==> src/rtl/button_debounce_edge.sv <==
// Button/sensor conditioner: synchronizes one raw asynchronous line, debounces it
// into a clean level, and emits single-cycle rise, fall and long-hold pulses.
module button_debounce_edge #(
  parameter int SYNC_STAGES     = 2,
  parameter int DEBOUNCE_CYCLES = 16,
  parameter int HOLD_CYCLES     = 64
) (
  input  logic clk,
  input  logic reset,
  input  logic signal_in,
  output logic stable,
  output logic rise,
  output logic fall,
  output logic held
);

  localparam int DB_W   = $clog2(DEBOUNCE_CYCLES + 1);
  localparam int HOLD_W = (HOLD_CYCLES > 0) ? $clog2(HOLD_CYCLES + 1) : 1;
  localparam bit HOLD_EN = (HOLD_CYCLES > 0);

  localparam logic [DB_W-1:0]   DB_LAST   = DB_W'(DEBOUNCE_CYCLES - 1);
  localparam logic [DB_W-1:0]   DB_ONE    = DB_W'(1);
  localparam logic [HOLD_W-1:0] HOLD_MAX  = HOLD_W'(HOLD_CYCLES);
  localparam logic [HOLD_W-1:0] HOLD_LAST = HOLD_W'((HOLD_CYCLES > 0) ? HOLD_CYCLES - 1 : 0);
  localparam logic [HOLD_W-1:0] HOLD_ONE  = HOLD_W'(1);

  typedef enum logic [1:0] {
    LOW      = 2'd0,
    CHK_HIGH = 2'd1,
    HIGH     = 2'd2,
    CHK_LOW  = 2'd3
  } state_t;

  // Hold counter advances by one and sticks at the terminal count so it never wraps.
  function automatic logic [HOLD_W-1:0] hold_sat_inc(input logic [HOLD_W-1:0] v);
    return (v == HOLD_MAX) ? v : v + HOLD_ONE;
  endfunction

  // Debounce counter advance; the FSM commits before the count could reach its width limit.
  function automatic logic [DB_W-1:0] db_inc(input logic [DB_W-1:0] v);
    return v + DB_ONE;
  endfunction

  logic [SYNC_STAGES-1:0] sync_pipe;
  logic                   sync_lvl;

  state_t            state, state_d;
  logic [DB_W-1:0]   db_cnt, db_cnt_d;
  logic [HOLD_W-1:0] hold_cnt, hold_cnt_d;
  logic              stable_d, rise_d, fall_d, held_d;

  assign sync_lvl = sync_pipe[SYNC_STAGES-1];

  // Synchronizer chain: raw input enters bit 0, the settled level leaves the top bit.
  always_ff @(posedge clk) begin
    if (reset) begin
      sync_pipe <= '0;
    end else begin
      sync_pipe <= {sync_pipe[SYNC_STAGES-2:0], signal_in};
    end
  end

  // Debounce FSM next-state: a change commits only after DEBOUNCE_CYCLES consecutive
  // samples of the new level; one sample of the old level abandons the attempt.
  always_comb begin
    state_d  = state;
    db_cnt_d = db_cnt;
    rise_d   = 1'b0;
    fall_d   = 1'b0;
    case (state)
      LOW: begin
        if (sync_lvl) begin
          if (DEBOUNCE_CYCLES == 1) begin
            state_d  = HIGH;
            db_cnt_d = '0;
            rise_d   = 1'b1;
          end else begin
            state_d  = CHK_HIGH;
            db_cnt_d = DB_ONE;
          end
        end
      end
      CHK_HIGH: begin
        if (!sync_lvl) begin
          state_d  = LOW;
          db_cnt_d = '0;
        end else if (db_cnt == DB_LAST) begin
          state_d  = HIGH;
          db_cnt_d = '0;
          rise_d   = 1'b1;
        end else begin
          db_cnt_d = db_inc(db_cnt);
        end
      end
      HIGH: begin
        if (!sync_lvl) begin
          if (DEBOUNCE_CYCLES == 1) begin
            state_d  = LOW;
            db_cnt_d = '0;
            fall_d   = 1'b1;
          end else begin
            state_d  = CHK_LOW;
            db_cnt_d = DB_ONE;
          end
        end
      end
      CHK_LOW: begin
        if (sync_lvl) begin
          state_d  = HIGH;
          db_cnt_d = '0;
        end else if (db_cnt == DB_LAST) begin
          state_d  = LOW;
          db_cnt_d = '0;
          fall_d   = 1'b1;
        end else begin
          db_cnt_d = db_inc(db_cnt);
        end
      end
      default: begin
        state_d  = LOW;
        db_cnt_d = '0;
      end
    endcase
    stable_d = (state_d == HIGH) || (state_d == CHK_LOW);
  end

  // Hold tracking: counts cycles of stable=1 since rise; a fall on the same cycle wins.
  always_comb begin
    hold_cnt_d = hold_cnt;
    held_d     = 1'b0;
    if (rise_d || fall_d) begin
      hold_cnt_d = '0;
    end else if (stable) begin
      hold_cnt_d = hold_sat_inc(hold_cnt);
      held_d     = HOLD_EN && (hold_cnt == HOLD_LAST);
    end
  end

  // State, counters and registered outputs; reset aborts any pending change.
  always_ff @(posedge clk) begin
    if (reset) begin
      state    <= LOW;
      db_cnt   <= '0;
      hold_cnt <= '0;
      stable   <= 1'b0;
      rise     <= 1'b0;
      fall     <= 1'b0;
      held     <= 1'b0;
    end else begin
      state    <= state_d;
      db_cnt   <= db_cnt_d;
      hold_cnt <= hold_cnt_d;
      stable   <= stable_d;
      rise     <= rise_d;
      fall     <= fall_d;
      held     <= held_d;
    end
  end

endmodule
==> config.mk <==
export PLATFORM = sky130hd
export DESIGN_NAME = button_debounce_edge
export DESIGN_NICKNAME = d
export VERILOG_FILES = /design/src/rtl/button_debounce_edge.sv
export SDC_FILE = /design/constraint.sdc
export NUM_CORES = 1
export LEC_CHECK = 0
export CAP_MARGIN = 40
export CORE_UTILIZATION = 59
export CTS_BUF_LIST = sky130_fd_sc_hd__clkbuf_16
export DETAILED_ROUTE_END_ITERATION = 8
export HOLD_SLACK_MARGIN = 0.02
export PLACE_DENSITY = 0.88
export RECOVER_POWER = 25
export SLEW_MARGIN = 5
export SYNTH_ARGS = -nofsm -noshare
export SYNTH_HDL_FRONTEND = slang
export SYNTH_SLANG_ARGS = --single-unit
==> constraint.sdc <==
create_clock -name clk -period 3.6 [get_ports clk]
set_input_delay 1.08 -clock clk [delete_from_list [all_inputs] [get_ports clk]]
set_output_delay 1.08 -clock clk [all_outputs]
set_load 0.02 [all_outputs]
==> flow_summary.ini <==
[hold_path]
hold_path_depth = 1
holdCritPathClass = register to register
whs_endpoint = sync_pipe[1]
worstHoldStart = sync_pipe[0]

[clocking]
htree_levels = 1
cts_setup_buffers = 0
cts_resized = 0
root_buffer = clkbuf_16
clk-insertion-delay-late_ns = 0.25
cts_tree = done
clk_path_buf_depth = 2
numCtsBuffers = 3
cts.clk_slew.worst_paths_ns = 0.05
hold_buffers = 0
cts.sinks = 19

[floorplan]
core_um2 = 1350
die-area_um2 = 1660
start_util_pct = 65.4
placementRows = 13
ios = 7
die_h_um = 40.7
die_x_um = 40.7

[outcome]
status = completed

[sta]
hold_viol_final = 0
max_freq_mhz = 378
maxSlewHeadroom_pct = 55.6
period_minus_slack_ns = 2.65
rsz0062_at_grt = false
fin_ws_ns = 0.952
report.final.slew_viol_count = 0
tightest_slew_ns = 0.664
skew_ns = 0.00240
fin_setup_tns_ns = 0
setup_viol = 0
holdWs_ns = 0.453
finalCritPeriodShare_pct = 73.5

[routing]
viasPerCell = 6.52
drc = 0
wl_per_cell_um = 15.5
drtPass1Iterations = 6
dr_total_vias = 769
drt_iter0_markers = 22
drt-total-wl_mm = 1.83
ant_nets = 0

[global_routing]
grt-ovfl-total = 0
gr-max-usage-layer = met2
grt_max_degree = 17
track_usage_pct = 24.1
use_met1_pct = 34.5
grt_use_met2_pct = 34.9
first_global_vias = 578
gr-usage-met3_pct = 4.89
antenna_found_initial = 0
grt_pass1_wl_mm = 2.57

[placement]
portBuffers = 6
gp_congestion = 0.765
dp_hpwl_mm = 1.15
post-place-ws_ns = 1.04

[logic_synthesis]
synth_most_common_cell = dfxtp_1
ys.flop_type = dfxtp_1
synth_cells = 97
ys_warn_count = 0
syn_area_um2 = 883
synth_top_area_share_pct = 43.1
async_flop_share_pct = 0
synth_nets = 103
synth_seq_cells = 19
ys_seq_area_share_pct = 43.1
synthTopCellsByArea = dfxtp_1 43%, ha_1 4.2%, a21oi_1 4.0%, nand3_1 4.0%, o2111ai_1 3.0%
synth_common_cells = 19 x dfxtp_1, 7 x a21oi_1, 7 x nand3_1, 6 x nand2_1, 6 x nor2_1
synthDominantAreaCellType = dfxtp_1
ys_types = 34
synth_area_per_cell_um2 = 9.11
synth-edff-count = 0

[setup_path]
crit_chain = clkdlybuf4s50_1
start_kind = register
crit_cells = 1
critPathMaxFanout = 14
rr_startpoint = stable
r2r_cells = 3
cp_slowest_cell = clkdlybuf4s50_1
crit_family = buffers and inverters
rrSetupSlack_ns = 1.84
rr_endpoint = held
crit_buf_inv = 1
arrival_ns = 1.57
critPathRequiredTime_ns = 2.52
crit_path_end_kind = output pin
slowest_delay_ns = 0.70
crit_type = register to output pin

[cells_and_area]
antennaDiodeCount = 0
fillers = 90
layout.nets = 110
area_growth_pct = 16.1
utilization_pct = 76.0
drive_gt1_share_pct = 8.74

[power_and_ir_drop]
ir_drop_v = 0.000325
power_w = 0.000454
cellPowerDensity_nw_per_um2 = 443
p_leak_nw = 0.359

[run]
drv_cap = 0
==> logic make-up (layout without fill, tap and decap cells) <==
| logic type | after synthesis | after routing | share of synthesized area [%] |
|---|---|---|---|
| compound gates | 23 | 23 | 18.8 |
| fa+ha+maj | 3 | 3 | 4.25 |
| flops | 19 | 19 | 43.1 |
| xor+xnor | 4 | 4 | 3.97 |
| simple gates | 40 | 40 | 26.3 |
| buf+inv | 8 | 14 | 3.54 |
==> registers in the layout, indices dropped and copies added, names as in the netlist <==
name,cells
hold_cnt,7
db_cnt,5
sync_pipe,2
fall,1
held,1
rise,1
stable,1
state,1
==> power by group <==
group	leakage [nW]	switching, W	internal, W
combinational	0.165	0.00000747	0.00000550
clock	0.0409	0.0000783	0.000149
sequential	0.154	0.00000206	0.000212
total	0.359	0.0000879	0.000367
==> cell type report <==
class | count | area, um2 | share of cell area [%]
flip-flops and latches | 19 | 380 | 37.1
repair buffers | 6 | 60.1 | 5.85
inverters | 4 | 15.0 | 1.46
clock buffers | 3 | 75.1 | 7.32
clock inverters | 1 | 5.00 | 0.488
well taps | 15 | 18.8 | 1.83
multi-input cells | 70 | 472 | 46.0
==> worst max-delay path by stage <==
stage                           end  slack [ns]  startpoint
after detailed placement  db_cnt[3]        1.04       reset
after global placement    db_cnt[3]        1.08       reset
after global routing         stable        0.92      stable
final                        stable        0.95      stable
after CTS                    stable        0.96      stable
after floorplan           db_cnt[3]        1.85       reset
==> per-stage QoR <==
stage	area, um2	std cells
after detailed placement	946	114
after global placement	946	114
final	1030	118
after floorplan	883	97
after CTS	1030	118
after global routing	1030	118
==> layer usage <==
layer	wire, um	part of all wire (%)	vias up
li1	-	-	368
met1	891	49	369
met2	805	44	28
met3	113	6.2	4
met4	16	0.88	0
met5	0	0	-
==> placed cells by master (no fill, tap or decap) <==
| cell | n |
|---|---|
| a31o_2 | 1 |
| o311ai_0 | 1 |
| o211a_1 | 1 |
| or4bb_1 | 1 |
| dfxtp_1 | 19 |
| nand3_1 | 7 |
| a311o_1 | 1 |
| o21bai_1 | 1 |
| nand2b_1 | 3 |
| xor2_1 | 3 |
| inv_1 | 4 |
| or4_4 | 1 |
| o21ai_0 | 2 |
| nand4_1 | 2 |
| nand3b_1 | 1 |
| nor3_2 | 1 |
| a211oi_1 | 2 |
| o2111ai_1 | 3 |
| clkbuf_16 | 3 |
| nor4b_1 | 2 |
| o22a_2 | 1 |
| and3_1 | 1 |
| nand2_1 | 6 |
| nor2_1 | 6 |
| or3_1 | 3 |
| xnor2_1 | 1 |
| clkdlybuf4s50_1 | 5 |
| nor3_1 | 1 |
| nor3b_1 | 2 |
| ha_1 | 3 |
| o211ai_1 | 2 |
| dlygate4sd3_1 | 1 |
| a21oi_1 | 7 |
| clkinv_2 | 1 |
| nor2b_1 | 3 |
| a21bo_2 | 1 |
Power figures use the tool's default switching activity.
==> edit 1: new RTL, same flow settings <==
Register the input `signal_in` before use, cleared by the reset. The logic sees it one clock later.
--- a/src/rtl/button_debounce_edge.sv
+++ b/src/rtl/button_debounce_edge.sv
@@ -33,2 +33,12 @@
 
+  logic signal_q;
+
+  always_ff @(posedge clk) begin
+    if (reset) begin
+      signal_q <= '0;
+    end else begin
+      signal_q <= signal_in;
+    end
+  end
+
   // Hold counter advances by one and sticks at the terminal count so it never wraps.
@@ -58,3 +68,3 @@
     end else begin
-      sync_pipe <= {sync_pipe[SYNC_STAGES-2:0], signal_in};
+      sync_pipe <= {sync_pipe[SYNC_STAGES-2:0], signal_q};
     end
Check against the original RTL: no difference found for any inputs over 10 cycles, from zero or initial values and one cycle with reset high; that may be too few to reach the edited logic, so the function may still have changed.
==> edit 1 against the unedited design <==
- total power is 0.94% lower
- sequential cell count is 1 higher
- cell count is 9.3% lower
- worst setup slack better by 1.2 ps
- combinational power is 23% lower
- design area is 4.4% lower
- fmax hardly changed
- routed wire length is 23% lower
- area after synthesis is 4.7% lower
- highest routed layer unchanged
==> edit 1: results (changes against the unedited design) <==
[setup_path]
cp_max_fo = 11  ; -3
reg2reg_slack_ps = 1760  ; -80 ps
worst_path_dominant_cell_family = buffers and inverters
r2r-start = db_cnt[0]$_SDFFE_PP0P_
ff2ff_path_depth = 5  ; +2

[layout]
drive_above_1_share_pct = 10.9  ; +2.1 points
area_growth_pct = 16.5
stdcell_count = 107  ; -9.3%
n_fill_cell = 92  ; +2.2%
diodes = 0  ; unchanged

[hold_path]
holdPathStages = 1  ; unchanged

[outcome]
status = complete, no violations

[grt]
grtUsageMet2_pct = 35.2  ; +0.33 points
grt_max_degree = 12  ; -5
use_met1_pct = 27.1  ; -7.4 points
grt_pass1_wl_um = 2280  ; -11%
use_met3_pct = 5.11  ; +0.22 points
grt_pass1_vias = 553  ; -4.3%
antenna_found_initial = 0  ; unchanged
gr-usage-all-layers_pct = 22.3  ; -1.8 points

[placement]
numPlacedInstances = 104  ; -8.8%
gp_congestion = 0.858  ; +12%
placed_area_um2 = 906  ; -4.2%
dp_hpwl_um = 951  ; -17%

[cts]
cts_made_buffers = 3  ; unchanged
clk_pin_slew_ps = 50  ; about the same

[sta]
clock_skew_ps = 1.24  ; -1.16 ps
maxSlewHeadroom_pct = 53.8  ; -1.8 points
setup-violations-final = 0  ; unchanged
hold_viol_final = 0  ; unchanged

[synth]
postSynthAreaPerCell_um2 = 9.91  ; +8.8%
synth_fp_nets = 91  ; -12%
yosys-top-cells-area = dfxtp_1 (48%), nor2_1 (4.9%), ha_1 (4.5%)
synth_top_area_cell = dfxtp_1
ys_types = 32  ; -5.9%
yosysSeqAreaShare_pct = 47.5  ; +4.5 points
async_flop_share_pct = 0  ; unchanged
synth_commonest_cells = dfxtp_1 (20), nor2_1 (11)

[routing]
wl_per_cell_um = 13.2  ; -15%
dr.pass1.iters = 4  ; -2
drt_iter0_markers = 12  ; -45%
vias = 620  ; -19%

[power_and_ir_drop]
ir_drop_mv = 0.298  ; -8.1%
power.leakage_uw = 0.000387  ; +7.7%

edit 1: cell count changes in the layout (fill, tap and decap cells not counted), sizes merged, moves of 2 or more:
cell,change
nand4,+2
xor2,+2
nand2b,-3
or3,-2
mux2i,+2
a21oi,-6
o2111ai,-3
nor2,+5
nand3,-3
o211ai,-2
and4b,+2
a211oi,-2
edit 1: kinds of logic (layout without fill, tap and decap cells):
logic type	after synthesis	after routing	share of synthesized area, %
xor+xnor	6	6	8.47
simple gates	37	37	23.9
buf+inv	6	13	3.57
fa+ha+maj	3	3	4.46
mux	2	2	2.38
flops	20	20	47.5
compound gates	11	11	9.66
edit 1: how the worst max path moves through the flow:
| stage | from | to | slack, ps |
|---|---|---|---|
| finish | stable$_SDFF_PP0_ | stable | 950 |
| detailed placement | stable$_SDFF_PP0_ | stable | 1230 |
| floorplan | reset | db_cnt[2]$_SDFFE_PP0P_ | 1830 |
| CTS | stable$_SDFF_PP0_ | stable | 960 |
| global placement | stable$_SDFF_PP0_ | stable | 1260 |
| global route | stable$_SDFF_PP0_ | stable | 890 |
edit 1: per-layer routing:
layer,vias up,share of wire [%],wire length [um]
met5,-,0,0
met4,0,0.99,14
met3,2,5.0,70
met2,15,45,632
met1,288,49,695
li1,315,-,-
edit 1: layout make-up:
type / count / area share [%]
flip-flops and latches: 20 / 40.8
well taps: 15 / 1.91
multi-input cells: 59 / 42.0
clock buffers: 3 / 7.65
inverters: 4 / 1.53
repair buffers: 6 / 6.12
edit 1: power breakdown:
part           internal, uW  switching (uW)
logic                  4.38            5.60
registers               224            1.52
clock network           146            69.1
total                   374            76.2
edit 1: metrics by stage:
stage,worst slack (ps),hold WS [ps],total power [uW]
floorplan,1830,414,236
global placement,1260,418,239
detailed placement,1230,420,240
CTS,956,432,456
global route,890,442,463
finish,954,433,450
==> edit 2: new RTL, same flow settings <==
Made on the original files. The parameter `HOLD_CYCLES` goes from 64 to 128.
--- a/src/rtl/button_debounce_edge.sv
+++ b/src/rtl/button_debounce_edge.sv
@@ -5,3 +5,3 @@
   parameter int DEBOUNCE_CYCLES = 16,
-  parameter int HOLD_CYCLES     = 64
+  parameter int HOLD_CYCLES     = 128
 ) (
Behaviour: same outputs for any inputs over 10 cycles, from zero or initial values and one cycle with reset high; that may be too few to reach the edited logic, so the function may still have changed.
==> edit 2 against the unedited design <==
- routed wire length rose by 1.4%
- sequential cell count rose by 2
- critical path depth did not move
- total power rose by 3.9%
- sequential share of layout area rose by 1.5 points
- count of clock-buffer cells in the layout did not move
- utilization fell by 2.9 points
- area after synthesis rose by 6.5%
- first-iteration DRC count rose by 50%
- design area rose by 6.1%
- worst setup slack improved by 150 ps
- clock skew rose by 3.1 ps
- synthesized cell count rose by 9.3%
==> edit 2: results (changes against the unedited design) <==
[synth]
ys_types = 32  ; -5.9%
yosysSeqAreaShare_pct = 44.7  ; +1.6 points
synth_commonest_cells = dfxtp_1 (21), nand3_1 (9), a21oi_1 (8), nand2_1 (8)
synth_fp_nets = 112  ; +8.7%
synth-main-ff-cell = dfxtp_1
async_flop_share_pct = 0  ; unchanged
yosys-top-cells-area = dfxtp_1 (45%), nand3_1 (4.8%), a21oi_1 (4.3%)

[placement]
numPlacedInstances = 125  ; +9.6%
dp_hpwl_um = 1230  ; +7.2%
gp_congestion = 0.829  ; +8.3%
placed_area_mm2 = 0.00101  ; +6.7%

[layout]
n_fill_cell = 104  ; +16%
stdcell_count = 129  ; +9.3%
finalNetCount = 120  ; +9.1%
reg_top3 = hold_cnt x8, db_cnt x5
drive_above_1_share_pct = 3.54  ; -5.2 points

[cts]
h-tree-depth = 1  ; unchanged

[grt]
grt_max_degree = 16  ; -1
gr-usage-all-layers_pct = 23.0  ; -1.0 points
grt_pass1_wl_um = 3160  ; +23%
grt_pass1_vias = 747  ; +29%

[sta]
clock_skew_ps = 5.49  ; +3.09 ps
maxSlewHeadroom_pct = 35.6  ; -20 points

[power_and_ir_drop]
power.leakage_uw = 0.000364  ; +1.3%
power-per-cell-area_mw_per_mm2 = 434  ; -2.0%
ir_drop_mv = 0.281  ; -14%

[routing]
drt_iter0_markers = 33  ; +50%
drt_wl_total_um = 1850  ; +1.4%
dr.pass1.iters = 5  ; -1

[setup_path]
cp_max_fo = 10  ; -4
critPathMaxStageDelay_ps = 670  ; -30 ps
critical_path_arrival_ps = 1420  ; -150 ps

[outcome]
status = complete, no violations

edit 2: cell types whose count changed after synthesis, moves of 2 or more:
cell       unedited run  this run
nand3_1               7         9
dfxtp_1              19        21
nand2_1               6         8
o311ai_0              1         3
o21ai_0               2         4
a211oi_1              2         0
inv_1                 4         6
o2111ai_1             3         1
edit 2: metal layers:
metal	wire (um)	vias up	part of all wire (%)	global-route usage (%)
met5	0	-	0	0
met4	14	0	0.76	9.03
met3	50	2	2.7	3.91
met2	934	21	50	38.4
met1	852	387	46	29.4
li1	-	407	-	-
edit 2: worst paths after layout:
path                            from                 endpoint  slack [ps]  depth (start not counted)
max                stable$_SDFF_PP0_                   stable        1100                          1
min          sync_pipe[0]$_SDFF_PP0_  sync_pipe[1]$_SDFF_PP0_         450                          1
max reg2reg   db_cnt[0]$_SDFFE_PP0P_          held$_SDFF_PP0_        1690                          4
min reg2reg  sync_pipe[0]$_SDFF_PP0_  sync_pipe[1]$_SDFF_PP0_         450                          1
edit 2: final cells by class:
| type | count | area share [%] |
|---|---|---|
| multi-input cells | 76 | 44.7 |
| flip-flops and latches | 21 | 38.6 |
| clock buffers | 3 | 6.90 |
| repair buffers | 6 | 5.52 |
| inverters | 6 | 2.07 |
| well taps | 16 | 1.84 |
| clock inverters | 1 | 0.345 |
edit 2: kinds of logic after synthesis:
kind of cell,count (synthesis),synth area share [%]
simple gates,46,27.5
compound gates,23,16.5
flops,21,44.7
buf+inv,9,3.59
xor+xnor,4,3.72
fa+ha+maj,3,3.99
edit 2: through the flow:
| step | power [uW] | worst slack (ps) |
|---|---|---|
| 2_1_floorplan | 249 | 1850 |
| 3_3_place_gp | 253 | 1080 |
| 3_5_place_dp | 254 | 966 |
| 4_1_cts | 476 | 1110 |
| 5_1_grt | 487 | 1040 |
| 6_report | 472 | 1100 |
edit 2: power by group:
part	internal, uW	switching, uW
clock network	148	75.4
logic	4.59	8.23
registers	235	2.04
